**config.mk**
```make
export PLATFORM = sky130hd
export DESIGN_NAME = avr_prefetch
export DESIGN_NICKNAME = d
export VERILOG_FILES = /design/src/rtl/avr_pkg.sv /design/src/rtl/avr_prefetch_fifo.sv /design/src/rtl/avr_prefetch.sv
export SDC_FILE = /design/constraint.sdc
export NUM_CORES = 1
export LEC_CHECK = 0
export ABC_AREA = 1
export BUFFER_PORTS_ARGS = -buffer_cell sky130_fd_sc_hd__clkbuf_2
export CAP_MARGIN = 20
export CORE_MARGIN = 8
export CORE_UTILIZATION = 40
export DETAILED_ROUTE_END_ITERATION = 8
export GPL_TIMING_DRIVEN = 1
export PLACE_DENSITY = 0.58
export SYNTH_ARGS = -nofsm -noshare
export SYNTH_HDL_FRONTEND = slang
export SYNTH_SLANG_ARGS = --single-unit
```
**constraint.sdc**
```tcl
create_clock -name CLK -period 5 [get_ports CLK]
set_clock_uncertainty 0.1 [all_clocks]
set_input_delay 0.5 -clock CLK [delete_from_list [all_inputs] [get_ports CLK]]
set_output_delay 0.5 -clock CLK [all_outputs]
set_load 0.005 [all_outputs]
```
**src/rtl/avr_pkg.sv**
```systemverilog
// Shared AVR front-end definitions: pc_src control encoding, the NOP word
// and the opcode patterns that identify 32-bit (two-word) instructions.
package avr_pkg;

  // PC control selector driven by the execute stage
  typedef enum logic [2:0] {
    PC_ZERO = 3'b000,
    PC_HOLD = 3'b001,
    PC_INC1 = 3'b010,
    PC_INC2 = 3'b011,
    PC_REL  = 3'b100,
    PC_ABS  = 3'b101,
    PC_ILL6 = 3'b110,
    PC_ILL7 = 3'b111
  } pc_src_e;

  localparam logic [15:0] NOP = 16'h0000;

  // JMP/CALL: 1001010x_xxxx11xx
  localparam logic [15:0] JMP_CALL_MASK  = 16'hFE0C;
  localparam logic [15:0] JMP_CALL_MATCH = 16'h940C;
  // LDS/STS: 100100xx_xxxx0000
  localparam logic [15:0] LDS_STS_MASK   = 16'hFC0F;
  localparam logic [15:0] LDS_STS_MATCH  = 16'h9000;

  // True when the word is the first half of a two-word instruction
  function automatic logic is_long_op(input logic [15:0] w);
    return ((w & JMP_CALL_MASK) == JMP_CALL_MATCH) ||
           ((w & LDS_STS_MASK)  == LDS_STS_MATCH);
  endfunction

endpackage

```
**src/rtl/avr_prefetch_fifo.sv**
```systemverilog
// Prefetch queue storage: circular buffer of DEPTH entries with one push
// and a pop of 0, 1 or 2 entries per cycle. Exposes the head and the entry
// behind it so a two-word instruction can be presented in one cycle.
module avr_prefetch_fifo #(
  parameter int DEPTH = 4,
  parameter int WIDTH = 32
) (
  input  logic                     CLK,
  input  logic                     RST,
  input  logic                     flush,
  input  logic                     push,
  input  logic [WIDTH-1:0]         push_data,
  input  logic [1:0]               pop_cnt,
  output logic [$clog2(DEPTH):0]   count,
  output logic [WIDTH-1:0]         head_data,
  output logic [WIDTH-1:0]         next_data
);

  localparam int PW = $clog2(DEPTH);

  logic [WIDTH-1:0] mem [DEPTH];
  logic [PW-1:0]    rd_ptr;
  logic [PW-1:0]    wr_ptr;
  logic [PW:0]      cnt;

  assign count     = cnt;
  assign head_data = mem[rd_ptr];
  assign next_data = mem[rd_ptr + PW'(1)];

  // Pointer and occupancy bookkeeping; flush empties the queue in one edge
  always_ff @(posedge CLK) begin
    if (RST || flush) begin
      rd_ptr <= '0;
      wr_ptr <= '0;
      cnt    <= '0;
    end else begin
      if (push) begin
        wr_ptr <= wr_ptr + PW'(1);
      end
      // DEPTH is a power of two, so pointer arithmetic wraps naturally
      rd_ptr <= rd_ptr + PW'(pop_cnt);
      cnt    <= cnt + (PW+1)'(push) - (PW+1)'(pop_cnt);
    end
  end

  // Entry storage, written at the tail
  always_ff @(posedge CLK) begin
    if (push && !RST && !flush) begin
      mem[wr_ptr] <= push_data;
    end
  end

endmodule

```
**src/rtl/avr_prefetch.sv**
```systemverilog
// AVR instruction prefetch unit: issues sequential program-memory reads,
// queues {pc, word} responses and presents the head instruction.
// Redirects flush the queue and tag the outstanding read stale via an epoch
// bit. Optional macro AVR_PREFETCH_LONG_INSTR_EN enables two-word
// instruction (JMP/CALL/LDS/STS) detection and the +2 pop.
module avr_prefetch
  import avr_pkg::*;
#(
  parameter int ADDR_W = 16,
  parameter int DEPTH  = 4
) (
  input  logic              CLK,
  input  logic              RST,
  output logic              prog_req,
  output logic [ADDR_W-1:0] prog_addr,
  input  logic [15:0]       prog_data,
  input  logic [2:0]        pc_src,
  input  logic [ADDR_W-1:0] jmp,
  input  logic              stall,
  output logic              instr_valid,
  output logic [15:0]       cur_instr,
  output logic [15:0]       cur_instr2,
  output logic              cur_long,
  output logic [ADDR_W-1:0] cur_pc,
  output logic              pc_err
);

  localparam int CNT_W = $clog2(DEPTH) + 1;
  localparam int ENT_W = ADDR_W + 16;

  pc_src_e           src;
  logic [CNT_W-1:0]  occ;
  logic [ENT_W-1:0]  head_ent;
  logic [ENT_W-1:0]  next_ent;
  logic [ENT_W-1:0]  push_ent;
  logic [ADDR_W-1:0] head_pc;
  logic [15:0]       head_word;
  logic [ADDR_W-1:0] fetch_pc;
  logic [ADDR_W-1:0] inflight_pc;
  logic [ADDR_W-1:0] target;
  logic              epoch;
  logic              inflight_v;
  logic              inflight_ep;
  logic              nonempty;
  logic              has_two;
  logic              head_long;
  logic              head_ready;
  logic              redirect;
  logic              room;
  logic              issue;
  logic              push;
  logic [1:0]        pop_cnt;

  assign src       = pc_src_e'(pc_src);
  assign head_pc   = head_ent[ENT_W-1:16];
  assign head_word = head_ent[15:0];
  assign nonempty  = (occ != '0);
  assign has_two   = (occ >= CNT_W'(2));

`ifdef AVR_PREFETCH_LONG_INSTR_EN
  assign head_long = nonempty && is_long_op(head_word);
`else
  assign head_long = 1'b0;
  logic unused_next;
  assign unused_next = ^next_ent;
`endif

  // A two-word head is only presentable once its second word has arrived
  assign head_ready = nonempty && (!head_long || has_two);

  // Decode pc_src into redirect target or pop count; redirect wins over pop
  always_comb begin
    redirect = 1'b0;
    target   = '0;
    pop_cnt  = 2'd0;
    case (src)
      PC_ZERO: redirect = head_ready;
      PC_REL: begin
        redirect = head_ready;
        target   = head_pc + jmp;
      end
      PC_ABS: begin
        redirect = head_ready;
        target   = jmp;
      end
      PC_INC1, PC_INC2: begin
        if (head_ready && !stall) begin
          pop_cnt = head_long ? 2'd2 : 2'd1;
        end
      end
      default: ;
    endcase
  end

  // Issue while queued plus outstanding entries leave a free slot; a
  // redirect always issues because it empties the queue and the in-flight slot
  assign room      = (occ + CNT_W'(inflight_v)) < CNT_W'(DEPTH);
  assign issue     = redirect || room;
  assign push      = inflight_v && (inflight_ep == epoch) && !redirect;
  assign push_ent  = {inflight_pc, prog_data};
  assign prog_req  = !RST && issue;
  assign prog_addr = redirect ? target : fetch_pc;

  // Fetch address, epoch and outstanding-request tracking
  always_ff @(posedge CLK) begin
    if (RST) begin
      fetch_pc    <= '0;
      epoch       <= 1'b0;
      inflight_v  <= 1'b0;
      inflight_ep <= 1'b0;
      inflight_pc <= '0;
    end else begin
      inflight_v  <= issue;
      inflight_ep <= redirect ? !epoch : epoch;
      inflight_pc <= prog_addr;
      if (redirect) begin
        epoch    <= !epoch;
        fetch_pc <= target + ADDR_W'(1);
      end else if (issue) begin
        fetch_pc <= fetch_pc + ADDR_W'(1);
      end
    end
  end

  avr_prefetch_fifo #(
    .DEPTH(DEPTH),
    .WIDTH(ENT_W)
  ) u_fifo (
    .CLK       (CLK),
    .RST       (RST),
    .flush     (redirect),
    .push      (push),
    .push_data (push_ent),
    .pop_cnt   (pop_cnt),
    .count     (occ),
    .head_data (head_ent),
    .next_data (next_ent)
  );

  assign instr_valid = !RST && head_ready;
  assign cur_instr   = (!RST && nonempty) ? head_word : NOP;
  assign cur_pc      = (!RST && nonempty) ? head_pc : '0;
  assign cur_long    = !RST && head_long;
  assign pc_err      = !RST && ((src == PC_ILL6) || (src == PC_ILL7));

`ifdef AVR_PREFETCH_LONG_INSTR_EN
  assign cur_instr2 = (!RST && head_long && has_two) ? next_ent[15:0] : NOP;
`else
  assign cur_instr2 = '0;
`endif

endmodule

```
After elaboration in Yosys (flattened, before gate mapping)
Memories as Yosys holds them, arrays and structs flattened. A register that Yosys moved wholly into a read port is not among the register bits.
Index checks and enable logic that the tools add are counted.

storage, ports and cells
  flip-flop bits (word level) = 40
  memory bits (writable) = 128
  input bits = 38
  output and inout port bits = 68
  memories = 1

operators by class
  $add $sub $neg = 8
  magnitude comparators = 1
  eq/ne operators = 6
  mux-type cells = 12
  reduce and logical (&&, ||, !) cells = 18

memories
  name        words  width  rd ports  clocked after Yosys merged registers in  write ports  RTL line                 text
  u_fifo.mem  4      32     1         1                                        1            avr_prefetch_fifo.sv:21  logic [WIDTH-1:0] mem [DEPTH];

operators by type and width
  kind                                                             number
  16-bit 2-to-1 mux                                                5
  16-bit by 1-bit adder with 16-bit output, second input constant  2
  16-bit case mux with 2 select lines                              1
  16-bit adder                                                     1
  3-bit == test, second input constant                             4
  1-bit logical AND                                                7
  3-bit by 1-bit adder with 3-bit output                           2
  3-bit by 2-bit == test with 1-bit output, second input constant  2
  1-bit 2-to-1 mux                                                 5
  1-bit logical NOT                                                3
  3-bit logical NOT                                                1
  1-bit logical OR                                                 3
  3-bit < comparator, second input constant                        1
  3-bit nonzero test                                               1
  3-bit OR reduction                                               1
  3-bit by 1-bit subtractor with 3-bit output                      1
  2-bit by 1-bit adder with 2-bit output                           1
  2-bit by 1-bit adder with 2-bit output, second input constant    1
  2-bit 2-to-1 mux                                                 1
  2-bit nonzero test                                               1
  2-bit OR reduction                                               1

Logic depth before layout (Yosys ltp)
Gate-level depths: netlist of the first run.

  depth after elaboration = 9
  gate-level depth with buffers = 26
  mapped depth without buffers = 25

Hierarchy
From an unflattened synthesis of the first run, not the netlist that was laid out.

second synthesis, totals
  cells, all modules = 1255
  area total of the unflattened synthesis = 9740.6 um^2

modules (own cells, without submodules)
  module             instances  cells each  area an instance (um^2)  seq. area each (um^2)
  avr_prefetch_fifo  1          682         6533.8                   3983.8
  avr_prefetch       1          573         3206.8                   660.6

Worst setup path after synthesis of the first run
OpenSTA, ideal clock, no wires.

  path type = register to register
  start point = register u_fifo.rd_ptr[1] (netlist name)
  end point = register fetch_pc[12]
  arrival time = 3.117 ns
  data required time = 4.769 ns
  path slack = 1.652 ns
  cell stages (with the launch flop) = 24
  path buffers = 2
  clock period less this slack = 3.348 ns
  cells stage by stage = dfxtp_1 > clkbuf_1 > inv_1 > clkbuf_1 > nor2_1 > o21ai_0 > nand2_1 > ha_1 > fa_1 > nand3_1 > nand2_1 > nand2_1 > nand2_4 > ha_1 > inv_1 > nor2_2 > nand2_1 > nor2_2 > nand3_2 > nand3b_4 > nor2_2 > nand2_1 > nand3_1 > a21oi_2

RTL lines
  element                 RTL line             text
  end signal: assignment  avr_prefetch.sv:118  fetch_pc <= target + ADDR_W'(1);
  end signal: assignment  avr_prefetch.sv:120  fetch_pc <= fetch_pc + ADDR_W'(1);
  end: declaration        avr_prefetch.sv:38   logic [ADDR_W-1:0] fetch_pc;

==> flow_summary.json, run 1 <==
{
  "path_cells": "clkinv_1, buf_4, nor2_1, nor2_1, o21ai_0, nand2_1, ha_1, inv_1, nand2_1, nand3_1, nand2_1, a21oi_1, inv_1, nand2_1, nand3_1, nand2_1, nand2_1, nand2_1, clkbuf_2",
  "maxSlewHeadroom_pct": 28.0,
  "numCtsBuffers": 17,
  "clk_latency_ps": 420,
  "io_pins": 106,
  "synth_common_cells": "nand2_1 (185), nor2_1 (174), edfxtp_1 (128), inv_1 (83), o21ai_0 (68)",
  "status": "complete, no violations",
  "synthArstFlopShare_pct": 0,
  "setup_ws_ps": 619,
  "hold_class": "primary input to flop",
  "crit_arrival_ps": 3780,
  "leakage_nw": 4.12,
  "seq_area_um2": 4650,
  "crit_buf_inv": 5,
  "cts-root-buf": "clkbuf_16",
  "synth.area.top_cells": "edfxtp_1 (45%), dfxtp_1 (9.5%), nand2_1 (8.2%)",
  "p_per_area_nw_per_um2": 445,
  "die_h_um": 161,
  "vias_per_cell": 4.90,
  "start_util_pct": 40.5,
  "hpwl_um": 15400,
  "rsz0062_at_grt": "no",
  "h-tree-depth": 4,
  "synth_most_common_cell": "nand2_1",
  "p_total_mw": 4.33,
  "globalplace.congestion": 0.873,
  "fill_cells": 2049,
  "placementRows": 53,
  "first_iter_violations": 435,
  "die_w_um": 161,
  "synth_top_cell_by_area": "edfxtp_1",
  "drc": 0,
  "synth_cell_type_count": 40,
  "hold_violations": 0,
  "grt_overflow": 0,
  "synth_area_per_cell_um2": 8.97,
  "num_vias": 6440,
  "maxSlewViolCount": 0,
  "clock.fmax_ghz": 0.228,
  "max_stage_delay_ps": 420,
  "critPathKind": "flop to output port",
  "synth_warnings": 0,
  "met2_usage_pct": 27.8,
  "post_cts_buffers": 0,
  "busiest_layer": "met2",
  "nNetsFinal": 1088,
  "end_kind": "output port",
  "ir_drop_mv": 0.276,
  "post_drt_wl_per_cell_um": 16.6,
  "worstPathMaxFanout": 26,
  "path_delay_family": "simple AND/OR/NAND/NOR gates",
  "cts_sinks": 168,
  "antenna_cells": 0,
  "drive_above_1_share_pct": 17.4,
  "yosys.area.top_type_share_pct": 45.5,
  "clkSlewWorstSetupHoldPaths_ps": 70,
  "syn_to_final_growth_pct": 15.0,
  "period_needed_ps": 4380,
  "cts_tree": "yes",
  "postRouteAntennaNets": 0,
  "antenna_found_initial": 0,
  "use_met1_pct": 22.5,
  "ys_seq_elements": 168,
  "grt_pass1_wl_um": 34700,
  "postCtsHoldBufs": 0,
  "core_um2": 20900,
  "die-area_um2": 26000,
  "crit_path_frequent_cell": "nand2_1",
  "drt_wl_total_um": 21800,
  "syn-cell-area_um2": 8460,
  "ys.flop_type": "edfxtp_1",
  "slowest_stage": "clkinv_1",
  "drv_cap": 0,
  "cp.required_ps": 4400,
  "pre_cts_ws_ps": 998,
  "grt_pass1_vias": 6217,
  "grt_start_max_net_pins": 66,
  "cts-resized-gates": 0,
  "grt_use_met3_pct": 3.28,
  "synth_seq_area_share_pct": 54.9,
  "clockBufferDepth": 2,
  "min_period_over_period_pct": 87.6,
  "synth_edf_count": 128,
  "grtUsageTotal_pct": 17.0,
  "setup_viol": 0,
  "drt-pass1-iter-count": 5,
  "io_buffers": 88,
  "start_kind": "flop",
  "postSynthCellCount": 943,
  "multi_input_area_um2": 3280,
  "finalSetupTns_ps": 0,
  "tightestPinTransition_ps": 1080
}
-- flip-flops by register name, indices dropped and copies added, names as in the netlist --
| register | cells |
|---|---|
| inflight_v | 1 |
| fetch_pc | 16 |
| u_fifo.mem | 128 |
| u_fifo.rd_ptr | 2 |
| u_fifo.wr_ptr | 2 |
| inflight_pc | 16 |
| u_fifo.count | 3 |
-- final cells by class --
class	count	share of cell area [%]
multi-input combinational	653	33.7
timing repair buffer	98	5.56
tap	275	3.54
inverter	87	3.36
clock inverter	14	1.66
sequential	168	47.8
clock buffer	18	4.41
-- metrics by stage --
step | utilization, % | cells | hold slack [ps] | area, um2
floorplan | - | 959 | 338 | 8520
global placement | 43.5 | 1279 | 354 | 9090
detailed placement | 43.5 | 1279 | 353 | 9090
CTS | 46.4 | 1311 | 175 | 9680
global route | 46.5 | 1313 | 177 | 9720
finish | 46.5 | 1313 | 196 | 9720
-- cell families after synthesis --
logic type	after synthesis	synth area share, %
buffers and inverters	138	7.40
AND/OR/NAND/NOR	465	24.2
AO/OA/AOI/OAI	141	9.03
adder cells (fa/ha/maj)	25	3.88
XOR/XNOR	5	0.518
other	1	0.0443
flip-flops	168	54.9
-- cells in the final DEF, fill, tap and decap left out, types with 3 or more instances in the layout --
cell type,count
dfxtp_1,39
or2_2,3
nor3_1,5
inv_6,4
nand3_2,3
inv_2,3
nor2_1,170
nand2_4,9
nand4_1,6
ha_1,23
a21oi_2,4
nand3b_1,4
o211ai_1,3
o21ai_0,68
clkbuf_2,88
edfxtp_1,128
inv_8,3
conb_1,17
nand2_1,185
nand2_2,9
clkbuf_16,17
nor2_2,7
xor2_1,3
nor2_4,10
nand3_1,50
a21oi_1,57
inv_1,83
buf_4,8
-- path summary, 6_finish.rpt --
check	slack, ps	end	from	cells after the start
max	620	prog_addr[11]	u_fifo.rd_ptr[0]	19
min	200	u_fifo.mem[3][12]	prog_data[12]	1
max reg2reg	980	fetch_pc[12]	u_fifo.rd_ptr[0]	22
min reg2reg	360	fetch_pc[10]	fetch_pc[10]	2
-- metal layers --
layer	wire length, um	up-vias	part of all wire [%]
li1	-	3259	-
met1	10000	3006	46
met2	10600	159	48
met3	936	16	4.3
met4	285	0	1.3
met5	0	-	0
-- power by group --
group          switching [mW]  internal, mW  total [mW]
combinational           0.861         0.415        1.28
sequential             0.0686          1.67        1.74
clock                   0.561         0.751        1.31
-- worst register-to-register path: stages, from the launching register on --
cell      delay (ps)
dfxtp_2          330
clkinv_1         420
buf_4            410
nor2_1           110
nor2_1            40
o21ai_0          120
nand2_1          170
fa_1             580
nand3_1           90
nand2_1           80
nand2_1          110
nand2_4          110
ha_1             160
inv_1             50
nor2_2           140
nand2_1           80
nor2_2           130
nand3_2          140
nand3b_4         200
nor2_2           120
nand2_1           60
nand3_1           90
a21oi_2           60
No activity file was read; power rests on OpenSTA's default activity.
==> inputs of run 2 (changes only) <==
--- a/config.mk
+++ b/config.mk
@@ -12,7 +12,8 @@
 export CORE_UTILIZATION = 40
 export DETAILED_ROUTE_END_ITERATION = 8
 export GPL_TIMING_DRIVEN = 1
-export PLACE_DENSITY = 0.58
+export PLACE_DENSITY = 0.57
 export SYNTH_ARGS = -nofsm -noshare
 export SYNTH_HDL_FRONTEND = slang
+export SYNTH_HIERARCHICAL = 1
 export SYNTH_SLANG_ARGS = --single-unit
==> constraint.sdc (replaced) <==
create_clock -name CLK -period 5 [get_ports CLK]
set_clock_uncertainty 0.1 [all_clocks]
set_input_delay 0.5 -clock CLK [delete_from_list [all_inputs] [get_ports CLK]]
set_output_delay 0.5 -clock CLK [all_outputs]
set_load 0.01 [all_outputs]
==> run 2 against run 1 <==
Net effect: via count rose by 0.90%; final cell count rose by 5.6%; worst hold slack got worse by 2.0 ps; count of clock-buffer cells in the layout fell by 1; final area rose by 2.4%; sequential share of layout area fell by 1.1 points; global-route usage fell by 1.4 points; utilization fell by 0.37 points; sequential cell count did not move; power rose by 3.1%; critical path type unchanged.
==> flow_summary.json, run 2 <==
{
  "vias_per_cell": 4.69,
  "clock.fmax_ghz": 0.245,
  "post_cts_buffers": 0,
  "placementRows": 54,
  "syn_to_final_growth_pct": 14.5,
  "ir_drop_mv": 0.237,
  "drive_above_1_share_pct": 14.8,
  "start_kind": "flop",
  "power_frac_seq_pct": 39.6,
  "path_delay_family": "simple AND/OR/NAND/NOR gates",
  "multi_input_area_um2": 3080,
  "h-tree-depth": 4,
  "critPathKind": "flop to output port",
  "clkPwrFrac_pct": 30.5,
  "stdcell_count": 1386,
  "cts_sinks": 168,
  "drc": 0,
  "grtUsageTotal_pct": 15.6,
  "grt_pass1_wl_um": 32400,
  "clkSlewWorstSetupHoldPaths_ps": 80,
  "die_w_um": 163,
  "holdWs_ps": 194,
  "maxSlewViolCount": 0,
  "cp.required_ps": 4400,
  "largest_register_ffs": 128,
  "start_util_pct": 40.3,
  "grt_start_max_net_pins": 87,
  "syn-cell-area_um2": 8690,
  "switchingPower_mw": 1.63,
  "clk_latency_ps": 420,
  "hold_class": "primary input to flop",
  "cts-root-buf": "clkbuf_16",
  "grt_pass1_vias": 6054,
  "fin_area_um2": 9950,
  "die_h_um": 163,
  "antenna_found_initial": 0,
  "synth_warnings": 6,
  "core_um2": 21600,
  "path_cells": "a21oi_1, o21ai_0, nand2_1, ha_1, fa_1, nand2_1, nand2_1, nand3_1, nand2_1, nand2_1, nand2_1, nand2_1, nand3_1, nand2_1, nand2_1, nand2_1, clkbuf_2",
  "rsz0062_at_grt": "no",
  "finalSetupTns_ps": 0,
  "combPwrFrac_pct": 29.9,
  "mostFrequentLayoutCells": "nand2_1 (251), inv_1 (190), edfxtp_1 (128)",
  "die-area_um2": 26700,
  "numCtsBuffers": 17,
  "regMostFlops": "u_fifo/mem",
  "status": "complete, no violations",
  "worstPathMaxFanout": 86,
  "postCtsHoldBufs": 0,
  "num_vias": 6498,
  "crit_path_frequent_cell": "nand2_1",
  "io_pins": 106,
  "crit_arrival_ps": 3490,
  "first_iter_violations": 356,
  "seq_area_um2": 4650,
  "fill_cells": 2135,
  "final_common_cell": "nand2_1",
  "min_period_over_period_pct": 81.8,
  "cts_tree": "yes",
  "nNetsFinal": 1157,
  "maxSlewHeadroom_pct": 37.5,
  "postSynthCellCount": 1010,
  "cts-resized-gates": 0,
  "drt_wl_total_um": 20500,
  "postPlaceCellArea_um2": 9330,
  "globalplace.congestion": 0.904,
  "end_kind": "output port",
  "p_int_mw": 2.83,
  "p_per_area_nw_per_um2": 448,
  "clockBufferDepth": 2,
  "slowest_stage": "dfxtp_4",
  "synth_area_per_cell_um2": 8.61,
  "biggestRegsByFlops": "u_fifo/mem: 128 flops, fetch_pc: 16 flops, inflight_pc: 16 flops",
  "grt_overflow": 0,
  "antenna_cells": 0,
  "tightestPinTransition_ps": 937,
  "post_drt_wl_per_cell_um": 14.8,
  "io_buffers": 88,
  "drt-pass1-iter-count": 8,
  "placed_cells": 1354,
  "leakage_nw": 4.57,
  "period_needed_ps": 4090,
  "hold_violations": 0,
  "setup_viol": 0,
  "hpwl_um": 15000,
  "crit_buf_inv": 1,
  "max_stage_delay_ps": 850,
  "drv_cap": 0,
  "postRouteAntennaNets": 0,
  "swShare_pct": 36.6
}
==> run 2: routing by layer <==
layer | share of wire, % | up-vias | global-route usage (%)
li1 | - | 3379 | -
met3 | 4.8 | 13 | 3.13
met4 | 1.2 | 0 | 3.79
met5 | 0 | - | 0
met1 | 46 | 2976 | 19.9
met2 | 48 | 130 | 26.5
==> run 2: path summary, 6_finish.rpt <==
check / slack [ps] / endpoint / start / depth (start not counted)
setup / recovery: 910 / prog_addr[14] / u_fifo/rd_ptr[0] / 17
hold / removal: 190 / u_fifo/mem[3][12] / prog_data[12] / 1
setup reg to reg: 1240 / fetch_pc[12] / u_fifo/rd_ptr[0] / 21
hold reg to reg: 370 / fetch_pc[5] / fetch_pc[5] / 2
==> run 2: cell type report <==
class	count	area share, %
multi-input combinational	614	30.9
sequential	168	46.7
inverter	193	7.29
clock inverter	15	2.02
tap	280	3.52
clock buffer	17	4.27
timing repair buffer	99	5.25
==> run 2: through the flow <==
stage	worst slack [ps]	utilization [%]	power [mW]
detailed placement	1230	43.3	3.14
global route	534	46.2	4.75
CTS	895	46.2	4.51
finish	912	46.2	4.46
global placement	1290	43.3	3.13
floorplan	1660	-	2.71
==> run 2: power by group through the flow <==
| stage | Sequential [mW] | Clock (mW) | Combinational (mW) |
|---|---|---|---|
| floorplan | 1.75 | 0 | 0.967 |
| global placement | 1.80 | 0 | 1.34 |
| detailed placement | 1.80 | 0 | 1.34 |
| CTS | 1.77 | 1.39 | 1.35 |
| global route | 1.79 | 1.44 | 1.53 |
| finish | 1.77 | 1.36 | 1.34 |
==> run 2: worst reg2reg max path, cell delays in order, from the launching register on <==
cell and delay [ps]:
dfxtp_4 850, a21oi_1 170, o21ai_0 110, nand2_1 100, ha_1 250, fa_1 510, nand3_1 70, nand2_1 60
nand2_1 60, nand2_1 130, ha_1 180, inv_1 60, nor2_2 110, nand2_2 80, nor2_4 110, nand2_2 100
nor3_4 290, nand2_1 80, nand2_1 60, nand2_1 50, nand2_1 60, o21ai_2 50
==> inputs of run 3 (changes only) <==
--- a/config.mk
+++ b/config.mk
@@ -5,14 +5,14 @@
 export SDC_FILE = /design/constraint.sdc
 export NUM_CORES = 1
 export LEC_CHECK = 0
-export ABC_AREA = 1
+export ABC_AREA = 0
 export BUFFER_PORTS_ARGS = -buffer_cell sky130_fd_sc_hd__clkbuf_2
 export CAP_MARGIN = 20
 export CORE_MARGIN = 8
 export CORE_UTILIZATION = 40
 export DETAILED_ROUTE_END_ITERATION = 8
 export GPL_TIMING_DRIVEN = 1
-export PLACE_DENSITY = 0.57
+export PLACE_DENSITY = 0.6
 export SYNTH_ARGS = -nofsm -noshare
 export SYNTH_HDL_FRONTEND = slang
 export SYNTH_HIERARCHICAL = 1
==> constraint.sdc (replaced) <==
create_clock -name CLK -period 3.3 [get_ports CLK]
set_clock_uncertainty 0.1 [all_clocks]
set_input_delay 0.33 -clock CLK [delete_from_list [all_inputs] [get_ports CLK]]
set_output_delay 0.33 -clock CLK [all_outputs]
set_load 0.01 [all_outputs]
==> run 3 against run 2 <==
Net effect: the flow now finishes with violations (setup timing); final area rose by 12%; worst setup slack got worse by 1500 ps; highest routed layer unchanged; power is 81% higher; clock power is 43% higher; sequential cell count is the same; largest cell class unchanged; global-route usage is 1.5 points higher; critical path type unchanged; non-clock buffer count is 129 higher.
==> flow_summary.json, run 3 <==
{
  "status": "finished, violations left",
  "violations": "setup timing",
  "min_period_over_period_pct": 119,
  "postCtsHoldBufs": 0,
  "synth_area_per_cell_um2": 13.4,
  "globalplace.congestion": 0.910,
  "postSynthCellCount": 603,
  "numCtsBuffers": 17,
  "grt_pass1_vias": 6011,
  "hold_depth": 1,
  "io_pins": 106,
  "hold_violations": 0,
  "hpwl_um": 14800,
  "biggestRegsByFlops": "u_fifo/mem: 128 flops, fetch_pc: 16 flops, inflight_pc: 16 flops",
  "syn-cell-area_um2": 8090,
  "core_um2": 20000,
  "finalSetupTns_ps": -11080,
  "fin_area_um2": 11200,
  "drt_wl_total_um": 21400,
  "final_core_util_pct": 55.8,
  "critPathKind": "flop to output port",
  "crit_arrival_ps": 3490,
  "regMostFlops": "u_fifo/mem",
  "die_h_um": 158,
  "clk_latency_ps": 410,
  "antenna_cells": 0,
  "holdWs_ps": 27.7,
  "rsz0062_at_grt": "yes",
  "h-tree-depth": 4,
  "antenna_found_initial": 0,
  "cp.required_ps": 2870,
  "start_kind": "flop",
  "worstPathMaxFanout": 7,
  "clockBufferDepth": 2,
  "holdPathEnd": "u_fifo/mem[2][5]",
  "die-area_um2": 25000,
  "mostFrequentLayoutCells": "edfxtp_1 (128), buf_4 (102), clkbuf_2 (78)",
  "tightestPinTransition_ps": 520,
  "postRouteAntennaNets": 0,
  "post_drt_wl_per_cell_um": 19.4,
  "fill_cells": 1654,
  "setup_viol": 28,
  "period_needed_ps": 3920,
  "grt_overflow": 0,
  "num_vias": 5895,
  "maxSlewViolCount": 0,
  "placed_cells": 1023,
  "p_per_area_nw_per_um2": 722,
  "leakage_nw": 4.49,
  "postPlaceCellArea_um2": 9450,
  "largest_register_ffs": 128,
  "grt_start_max_net_pins": 33,
  "placementRows": 52,
  "cts-root-buf": "clkbuf_16",
  "drv_cap": 0,
  "multi_input_area_um2": 3720,
  "final_common_cell": "edfxtp_1",
  "maxSlewHeadroom_pct": 65.2,
  "die_w_um": 158,
  "end_kind": "output port",
  "start_util_pct": 40.4,
  "io_buffers": 88,
  "reg2reg_depth": 16,
  "cts_sinks": 168,
  "grt_pass1_wl_um": 32400,
  "setup_ws_ps": -625,
  "clock.fmax_ghz": 0.255,
  "seq_area_um2": 4650,
  "grtUsageTotal_pct": 17.1,
  "hold_class": "primary input to flop",
  "ir_drop_mv": 0.395,
  "synth_warnings": 6,
  "first_iter_violations": 295,
  "clkSlewWorstSetupHoldPaths_ps": 70,
  "syn_to_final_growth_pct": 38.2,
  "min-delay-start": "prog_data[5]",
  "reg2reg_slack_ps": -600,
  "cts_tree": "yes",
  "worstReg2RegStart": "u_fifo/rd_ptr[1]",
  "timing.rr.end": "fetch_pc[14]",
  "drive_above_1_share_pct": 47.8,
  "stdcell_count": 1103,
  "drt-pass1-iter-count": 5,
  "drc": 0,
  "nNetsFinal": 884,
  "vias_per_cell": 5.34
}
## run 3: how the worst max path moves through the flow
stage	start	to	slack, ps	cells past startpoint
2_1_floorplan	u_fifo/rd_ptr[1]	fetch_pc[14]	-270	13
3_3_place_gp	u_fifo/rd_ptr[1]	fetch_pc[14]	-420	11
3_5_place_dp	u_fifo/rd_ptr[1]	fetch_pc[14]	-450	11
4_1_cts	u_fifo/rd_ptr[1]	prog_addr[14]	-690	12
5_1_grt	u_fifo/rd_ptr[1]	prog_addr[14]	-720	12
6_report	u_fifo/rd_ptr[1]	prog_addr[14]	-620	12
## run 3: worst max-delay path: stages (launching register included)
cell      delay (ps)
dfxtp_4          360
buf_12           120
mux4_2           550
ha_4             190
fa_2             350
a21o_4           230
a221oi_4         300
o21ai_2          100
a311oi_2         300
mux2i_1          240
and2_4           180
inv_4             40
buf_6            110
## run 3: layout make-up
| class | count | share of cell area, % |
|---|---|---|
| clock buffer | 17 | 3.80 |
| clock inverter | 15 | 1.49 |
| inverter | 27 | 0.974 |
| multi-input combinational | 378 | 33.3 |
| sequential | 168 | 41.6 |
| tap | 270 | 3.02 |
| timing repair buffer | 228 | 15.8 |
## run 3: power breakdown
group          total (mW)  switching (mW)  internal, mW
clock network        1.95           0.818          1.13
registers            2.66           0.126          2.54
logic                3.46            1.76          1.70
total                8.08            2.70          5.37
## run 3: per-layer routing
metal | global-route usage [%] | vias up | wire (um)
li1 | - | 2714 | -
met3 | 3.58 | 21 | 1270
met4 | 4.40 | 0 | 209
met1 | 22.0 | 2982 | 9350
met2 | 28.8 | 178 | 10600
met5 | 0 | - | 0
## run 3: metrics by stage
step	setup WS, ps	power (mW)
3_3_place_gp	-420	5.37
4_1_cts	-693	7.83
3_5_place_dp	-447	5.41
5_1_grt	-722	8.48
2_1_floorplan	-266	4.29
6_report	-625	8.08
## run 3: timing repair
item,4_1_cts,5_1_grt
endpoints found under the setup margin,26,33
setup buffers,37,14
pin swaps,52,55
resized for setup,97,73
